## config.mk

```make
export PLATFORM = sky130hd
export DESIGN_NAME = frame_strobe_ctrl_flat
export DESIGN_NICKNAME = d
export VERILOG_FILES = /design/src/rtl/frame_cfg_pkg.sv /design/src/rtl/frame_strobe_ctrl_if.sv /design/src/rtl/frame_strobe_ctrl_onehot_dec.sv /design/src/rtl/frame_strobe_ctrl.sv /design/src/flat_wrapper.sv
export SDC_FILE = /design/constraint.sdc
export NUM_CORES = 1
export LEC_CHECK = 0
export BUFFER_PORTS_ARGS = -buffer_cell sky130_fd_sc_hd__buf_2
export CAP_MARGIN = 20
export CELL_PAD_IN_SITES_DETAIL_PLACEMENT = 1
export CELL_PAD_IN_SITES_GLOBAL_PLACEMENT = 2
export CORE_ASPECT_RATIO = 1.2
export CORE_UTILIZATION = 25
export DETAILED_ROUTE_END_ITERATION = 12
export PLACE_DENSITY = 0.77
export SYNTH_ARGS = -nofsm -noshare
export SYNTH_HDL_FRONTEND = slang
export SYNTH_HIERARCHICAL = 1
export SYNTH_SLANG_ARGS = --single-unit
```

## constraint.sdc

```tcl
create_clock -name CLK -period 2 [get_ports CLK]
set_input_delay 0.1 -clock CLK [delete_from_list [all_inputs] [get_ports CLK]]
set_output_delay 0.1 -clock CLK [all_outputs]
set_load 0.05 [all_outputs]
```

## src/rtl/frame_cfg_pkg.sv

```systemverilog
// Shared constants for the frame strobe controller:
// FSM state encodings, default geometry and address width.
package frame_cfg_pkg;

   localparam int AddrW = 5;

   localparam int DefMaxFrames = 20;
   localparam int DefFrameBits = 32;
   localparam int DefNumCols   = 8;
   localparam int DefStrobeLen = 2;

   localparam logic [1:0] S_IDLE   = 2'd0;
   localparam logic [1:0] S_SETUP  = 2'd1;
   localparam logic [1:0] S_STROBE = 2'd2;
   localparam logic [1:0] S_HOLD   = 2'd3;

endpackage

```

## src/rtl/frame_strobe_ctrl_if.sv

```systemverilog
// Command handshake bundle between a configuration
// master and the frame strobe controller.
interface frame_strobe_ctrl_if
   import frame_cfg_pkg::*;
#(
   parameter int FrameBits = DefFrameBits
);

   logic                 cfg_valid;
   logic                 cfg_ready;
   logic [AddrW-1:0]     cfg_col;
   logic [AddrW-1:0]     cfg_frame;
   logic [FrameBits-1:0] cfg_data;

   modport master (
      output cfg_valid,
      output cfg_col,
      output cfg_frame,
      output cfg_data,
      input  cfg_ready
   );

   modport slave (
      input  cfg_valid,
      input  cfg_col,
      input  cfg_frame,
      input  cfg_data,
      output cfg_ready
   );

endinterface

```

## src/rtl/frame_strobe_ctrl_onehot_dec.sv

```systemverilog
// Index to one-hot decoder; an index past the
// output width decodes to all zeros.
module onehot_dec #(
   parameter int IdxW = 5,
   parameter int OutW = 8
) (
   input  logic [IdxW-1:0] idx,
   output logic [OutW-1:0] oh
);

   always_comb begin
      oh = '0;
      for (int i = 0; i < OutW; i++) begin
         if (int'(idx) == i) oh[i] = 1'b1;
      end
   end

endmodule

```

## src/rtl/frame_strobe_ctrl.sv

```systemverilog
// Frame write sequencer: accepts one command, then
// drives ColSelect, a timed FrameStrobe and a done pulse.
module frame_strobe_ctrl
   import frame_cfg_pkg::*;
#(
   parameter int MaxFramesPerCol = DefMaxFrames,
   parameter int FrameBitsPerRow = DefFrameBits,
   parameter int NumColumns      = DefNumCols,
   parameter int StrobeLen       = DefStrobeLen
) (
   input  logic                       CLK,
   input  logic                       reset,
   frame_strobe_ctrl_if.slave         cfg,
   input  logic                       err_clr,
   output logic [FrameBitsPerRow-1:0] FrameData,
   output logic [MaxFramesPerCol-1:0] FrameStrobe,
   output logic [NumColumns-1:0]      ColSelect,
   output logic                       done,
   output logic                       err,
   output logic [15:0]                frame_count
);

   localparam logic [3:0] CntInit = 4'(StrobeLen - 1);

   logic [1:0]                 state;
   logic [3:0]                 cnt;
   logic [AddrW-1:0]           frame_q;
   logic                       accept;
   logic                       in_range;
   logic [NumColumns-1:0]      col_oh;
   logic [MaxFramesPerCol-1:0] frm_oh;

   assign cfg.cfg_ready = (state == S_IDLE) && !reset;
   assign accept = cfg.cfg_valid && cfg.cfg_ready;
   assign in_range = (int'(cfg.cfg_col) < NumColumns) &&
                     (int'(cfg.cfg_frame) < MaxFramesPerCol);

   onehot_dec #(.IdxW(AddrW), .OutW(NumColumns)) u_col_dec (
      .idx (cfg.cfg_col),
      .oh  (col_oh)
   );

   onehot_dec #(.IdxW(AddrW), .OutW(MaxFramesPerCol)) u_frm_dec (
      .idx (frame_q),
      .oh  (frm_oh)
   );

   always_ff @(posedge CLK) begin
      if (reset) begin
         state       <= S_IDLE;
         cnt         <= '0;
         frame_q     <= '0;
         FrameData   <= '0;
         FrameStrobe <= '0;
         ColSelect   <= '0;
         done        <= 1'b0;
         err         <= 1'b0;
         frame_count <= '0;
      end else begin
         done <= 1'b0;
         unique case (state)
            S_IDLE: begin
               if (accept && in_range) begin
                  state     <= S_SETUP;
                  frame_q   <= cfg.cfg_frame;
                  FrameData <= cfg.cfg_data;
                  ColSelect <= col_oh;
               end
            end
            S_SETUP: begin
               state       <= S_STROBE;
               cnt         <= CntInit;
               FrameStrobe <= frm_oh;
            end
            S_STROBE: begin
               if (cnt == 4'd0) begin
                  state       <= S_HOLD;
                  FrameStrobe <= '0;
                  done        <= 1'b1;
                  if (frame_count != 16'hFFFF)
                     frame_count <= frame_count + 16'd1;
               end else begin
                  cnt <= cnt - 4'd1;
               end
            end
            S_HOLD: begin
               state     <= S_IDLE;
               ColSelect <= '0;
            end
            default: state <= S_IDLE;
         endcase
         // a rejected command outranks a same-edge clear
         if (accept && !in_range) err <= 1'b1;
         else if (err_clr)        err <= 1'b0;
      end
   end

endmodule

```

## src/flat_wrapper.sv

```systemverilog
// flat-port wrapper written by rule: the top's interface ports become plain ports
module frame_strobe_ctrl_flat import frame_cfg_pkg::*;
#(
   parameter int MaxFramesPerCol = DefMaxFrames,
   parameter int FrameBitsPerRow = DefFrameBits,
   parameter int NumColumns      = DefNumCols,
   parameter int StrobeLen       = DefStrobeLen
)
  (CLK, reset, err_clr, FrameData, FrameStrobe, ColSelect, done, err, frame_count, cfg_cfg_valid, cfg_cfg_col, cfg_cfg_frame, cfg_cfg_data, cfg_cfg_ready);
  frame_strobe_ctrl_if #(.FrameBits(32)) cfg_i ();
  input  logic CLK;
  input  logic reset;
  input  logic err_clr;
  output logic [FrameBitsPerRow-1:0] FrameData;
  output logic [MaxFramesPerCol-1:0] FrameStrobe;
  output logic [NumColumns-1:0] ColSelect;
  output logic done;
  output logic err;
  output logic [15:0] frame_count;
  input wire logic [$bits(cfg_i.cfg_valid)-1:0] cfg_cfg_valid;
  input wire logic [$bits(cfg_i.cfg_col)-1:0] cfg_cfg_col;
  input wire logic [$bits(cfg_i.cfg_frame)-1:0] cfg_cfg_frame;
  input wire logic [$bits(cfg_i.cfg_data)-1:0] cfg_cfg_data;
  output wire logic [$bits(cfg_i.cfg_ready)-1:0] cfg_cfg_ready;
  assign cfg_i.cfg_valid = cfg_cfg_valid;
  assign cfg_i.cfg_col = cfg_cfg_col;
  assign cfg_i.cfg_frame = cfg_cfg_frame;
  assign cfg_i.cfg_data = cfg_cfg_data;
  assign cfg_cfg_ready = cfg_i.cfg_ready;
  frame_strobe_ctrl #(.MaxFramesPerCol(MaxFramesPerCol), .FrameBitsPerRow(FrameBitsPerRow), .NumColumns(NumColumns), .StrobeLen(StrobeLen)) u_core (.CLK(CLK), .reset(reset), .cfg(cfg_i), .err_clr(err_clr), .FrameData(FrameData), .FrameStrobe(FrameStrobe), .ColSelect(ColSelect), .done(done), .err(err), .frame_count(frame_count));
endmodule
```

==> results.sh <==
export IMPL_status="completed"
export IMPL_max_cap_violations=0
export IMPL_internal_power_w=0.00326
export IMPL_slowest_delay_ps=590
export IMPL_cts_buffer_depth=2
export IMPL_whs_endpoint="u_core/err"
export IMPL_p_switching_w=0.00148
export IMPL_p_total_w=0.00474
export IMPL_synthTopCellsByArea="dfxtp_1 47%, nand2_1 10%, a21oi_1 9.5%, nand3_1 3.8%, nor2_1 3.1%"
export IMPL_viasPerCell=4.65
export IMPL_die_h_microns=137
export IMPL_ctsHtreeMaxLevel=3
export IMPL_first_pass_iters=4
export IMPL_synth_seq_cells=89
export IMPL_syn2layout_area_growth_pct=45.8
export IMPL_ff2ff_path_depth=6
export IMPL_detail_route_wl_per_cell_microns=13.7
export IMPL_ys_types=46
export IMPL_ant_nets=0
export IMPL_io_pins=125
export IMPL_die_area_sq_um=15700
export IMPL_clock_sinks=89
export IMPL_coreArea_sq_um=14900
export IMPL_drv_slew=0
export IMPL_syn_inst=476
export IMPL_synth_top_area_cell="dfxtp_1"
export IMPL_clk_insertion_delay_late_ps=350
export IMPL_clock_skew_ps=6.88
export IMPL_cp_cell_sequence="inv_4, ha_4, nand4bb_4, or4b_4, or4_4, a21oi_2"
export IMPL_slew_headroom=0.638
export IMPL_p_leak_nw=2.21
export IMPL_hold_class="in2reg"
export IMPL_drtIter0Drc=74
export IMPL_cp_end_kind="register"
export IMPL_grt_max_degree=51
export IMPL_clock_power_share=0.368
export IMPL_layout_drive_gt1_share=0.317
export IMPL_dr_wl_met3_microns=790
export IMPL_vdd_drop_max_mv=0.352
export IMPL_gp_congestion=0.750
export IMPL_rr_endpoint="u_core/frame_count[11]"
export IMPL_fin_crit_sh=0.977
export IMPL_port_buffers=124
export IMPL_rsz0062_at_grt="yes"
export IMPL_rows=49
export IMPL_fmax_mhz=512
export IMPL_start_util=0.255
export IMPL_r2r_slack_ps=50
export IMPL_yosysTopAreaCellShare=0.468
export IMPL_first_global_vias=4079
export IMPL_path_clk_slew_ps=70
export IMPL_powerDensity_nw_per_um2=855
export IMPL_min_path_cells=3
export IMPL_grt_pass1_wl_microns=19100
export IMPL_cp_slowest_cell="or4b_4"
export IMPL_tightest_slew_ps=542
export IMPL_wirelength_met1_microns=4890
export IMPL_dieWidth_microns=115
export IMPL_worstReg2RegStart="u_core/state[0]"
export IMPL_start_kind="register"
export IMPL_cts_root_buf="clkbuf_16"
export IMPL_period_needed_ps=1950
export IMPL_dr_max_layer_used="met4"
export IMPL_critPathArrivalTime_ps=2230
export IMPL_path_max_fanout=5
export IMPL_switching_share=0.313
export IMPL_fin_nets=698
export IMPL_required_ps=2270
export IMPL_fin_cells=853
export IMPL_wl_met2_microns=5750
export IMPL_drc=0
export IMPL_n_antenna_cell=0
export IMPL_async_flop_share=0
export IMPL_hold_path_startpoint="err_clr"
export IMPL_combinationalPowerShare=0.234
export IMPL_avgSynthCellArea_sq_um=7.99
export IMPL_grt_use_total=0.153
export IMPL_dp_cells=798
export IMPL_synth_ff_type="dfxtp_1"
export IMPL_gr_total_overflow=0
export IMPL_numCtsBuffers=9
export IMPL_yosys_warnings=6
export IMPL_ys_seq_area_frac=0.468
export IMPL_worstSetupPathType="reg2reg"
export IMPL_syn_area_sq_um=3800
export IMPL_seqPwrFrac=0.398
export IMPL_place_hpwl_microns=8060
export IMPL_synth_edf_count=0
export IMPL_wl_microns=11600
export IMPL_hold_viol_final=0
export IMPL_cts_tree="done"
export IMPL_antenna_found_initial=0
export IMPL_finalSetupViolCount=0
export IMPL_syn_nets=530
export IMPL_num_vias=3965
[cells in the mapped netlist, drive strengths merged, types with 2 or more instances]
cell / count
nand2: 105
dfxtp: 89
a21oi: 72
nor2: 31
nand3: 29
clkbuf: 27
nor3: 16
or3: 11
o21ai: 10
inv: 9
nand2b: 9
a32oi: 8
ha: 8
buf: 4
or3b: 4
or4: 4
and4: 3
mux2i: 3
nand4: 3
nor2b: 3
nor4: 3
o31ai: 3
a211oi: 2
nand3b: 2
o21bai: 2
o41ai: 2
or2: 2
xor2: 2
[cells in the final DEF (no fill, tap or decap), drive strengths merged, types with 2 or more instances in the layout]
cell type | Yosys | final
or2 | 2 | 2
nand2 | 105 | 105
dlygate4sd3 | 0 | 36
nor4 | 3 | 3
or3b | 4 | 4
a32oi | 8 | 8
and4 | 3 | 3
o31ai | 3 | 3
nor2b | 3 | 3
xor2 | 2 | 2
a211oi | 2 | 2
o21bai | 2 | 2
nand4 | 3 | 3
clkbuf | 27 | 9
o41ai | 2 | 2
ha | 8 | 8
or4 | 4 | 4
clkinvlp | 0 | 3
nand3b | 2 | 2
nand2b | 9 | 9
nand3 | 29 | 29
a21oi | 72 | 72
nor3 | 16 | 16
dfxtp | 89 | 89
nor2 | 31 | 31
or3 | 11 | 11
mux2i | 3 | 3
buf | 4 | 152
o21ai | 10 | 10
inv | 9 | 11
[per-stage QoR]
step                hold slack, ps  utilization  worst slack (ps)  cell area [sq um]  setup TNS, ps
finish                        12.5        0.372              45.1               5550              0
CTS                           5.23        0.368              4.38               5480              0
global placement               340        0.323              41.6               4810              0
detailed placement             348        0.323             -43.3               4810          -47.7
global route                  21.3        0.372             -27.1               5550          -77.7
floorplan                      236            -             -6.77               3850          -6.77
[per-layer routing]
metal | vias up | track usage
li1 | 1981 | -
met1 | 1871 | 0.169
met2 | 95 | 0.270
met3 | 18 | 0.0465
met4 | 0 | 0.0657
met5 | - | 0
[cells by family (layout without fill, tap and decap cells)]
family,count (synthesis),count (layout),share of synthesized area
AO/OA/AOI/OAI,104,104,0.156
XOR/XNOR,2,2,0.00461
adder cells (fa/ha/maj),8,8,0.0263
buffers and inverters,40,213,0.0421
flip-flops,89,89,0.468
multiplexers,3,3,0.00790
AND/OR/NAND/NOR,230,230,0.295
[critical path, delay by kind of cell (launching register included)]
family | cells | cell delay (ps)
simple gates | 3 | 1200
flops | 1 | 340
fa+ha+maj | 1 | 150
compound gates | 1 | 110
buf+inv | 1 | 80
[cell type report]
class | instances | area [sq um]
clock inverters | 7 | 78.8
repair buffers | 188 | 1200
multi-input cells | 347 | 1940
well taps | 204 | 255
inverters | 9 | 36.3
clock buffers | 9 | 225
flip-flops and latches | 89 | 1800
fillers | 1817 | 9350
[sequential cells by signal (all words and copies together) (netlist names)]
register	cells
u_core/FrameData	32
u_core/frame_q	5
u_core/FrameStrobe	20
u_core/done	1
u_core/err	1
u_core/frame_count	16
u_core/cnt	4
u_core/ColSelect	8
u_core/state	2
[power by group through the flow]
stage / sequential [W] / clock [W] / combinational [W]
CTS: 0.00188 / 0.00181 / 0.00108
global placement: 0.00192 / 0 / 0.000986
finish: 0.00189 / 0.00175 / 0.00111
global route: 0.00190 / 0.00188 / 0.00122
floorplan: 0.00204 / 0 / 0.000530
detailed placement: 0.00192 / 0 / 0.00102
[worst max path at each step]
stage	start	end	slack, ps	cells after the start
detailed placement	u_core/cnt[1]	u_core/frame_count[11]	-40	6
CTS	u_core/cnt[0]	u_core/frame_count[11]	4	6
global route	u_core/state[0]	u_core/frame_count[11]	-30	6
floorplan	u_core/state[0]	u_core/frame_count[11]	-7	7
finish	u_core/state[0]	u_core/frame_count[11]	50	6
global placement	u_core/cnt[1]	u_core/frame_count[11]	40	6
[timing repair]
| item | in CTS | in global routing |
|---|---|---|
| endpoints found under the hold margin | 36 | 0 |
| pin swaps | 0 | 3 |
| resized for setup | 2 | 12 |
| hold buffers | 36 | 0 |
| buffers inserted | 0 | 3 |
| setup endpoints to repair | 2 | 48 |
No activity file was read; power rests on OpenSTA's default activity.
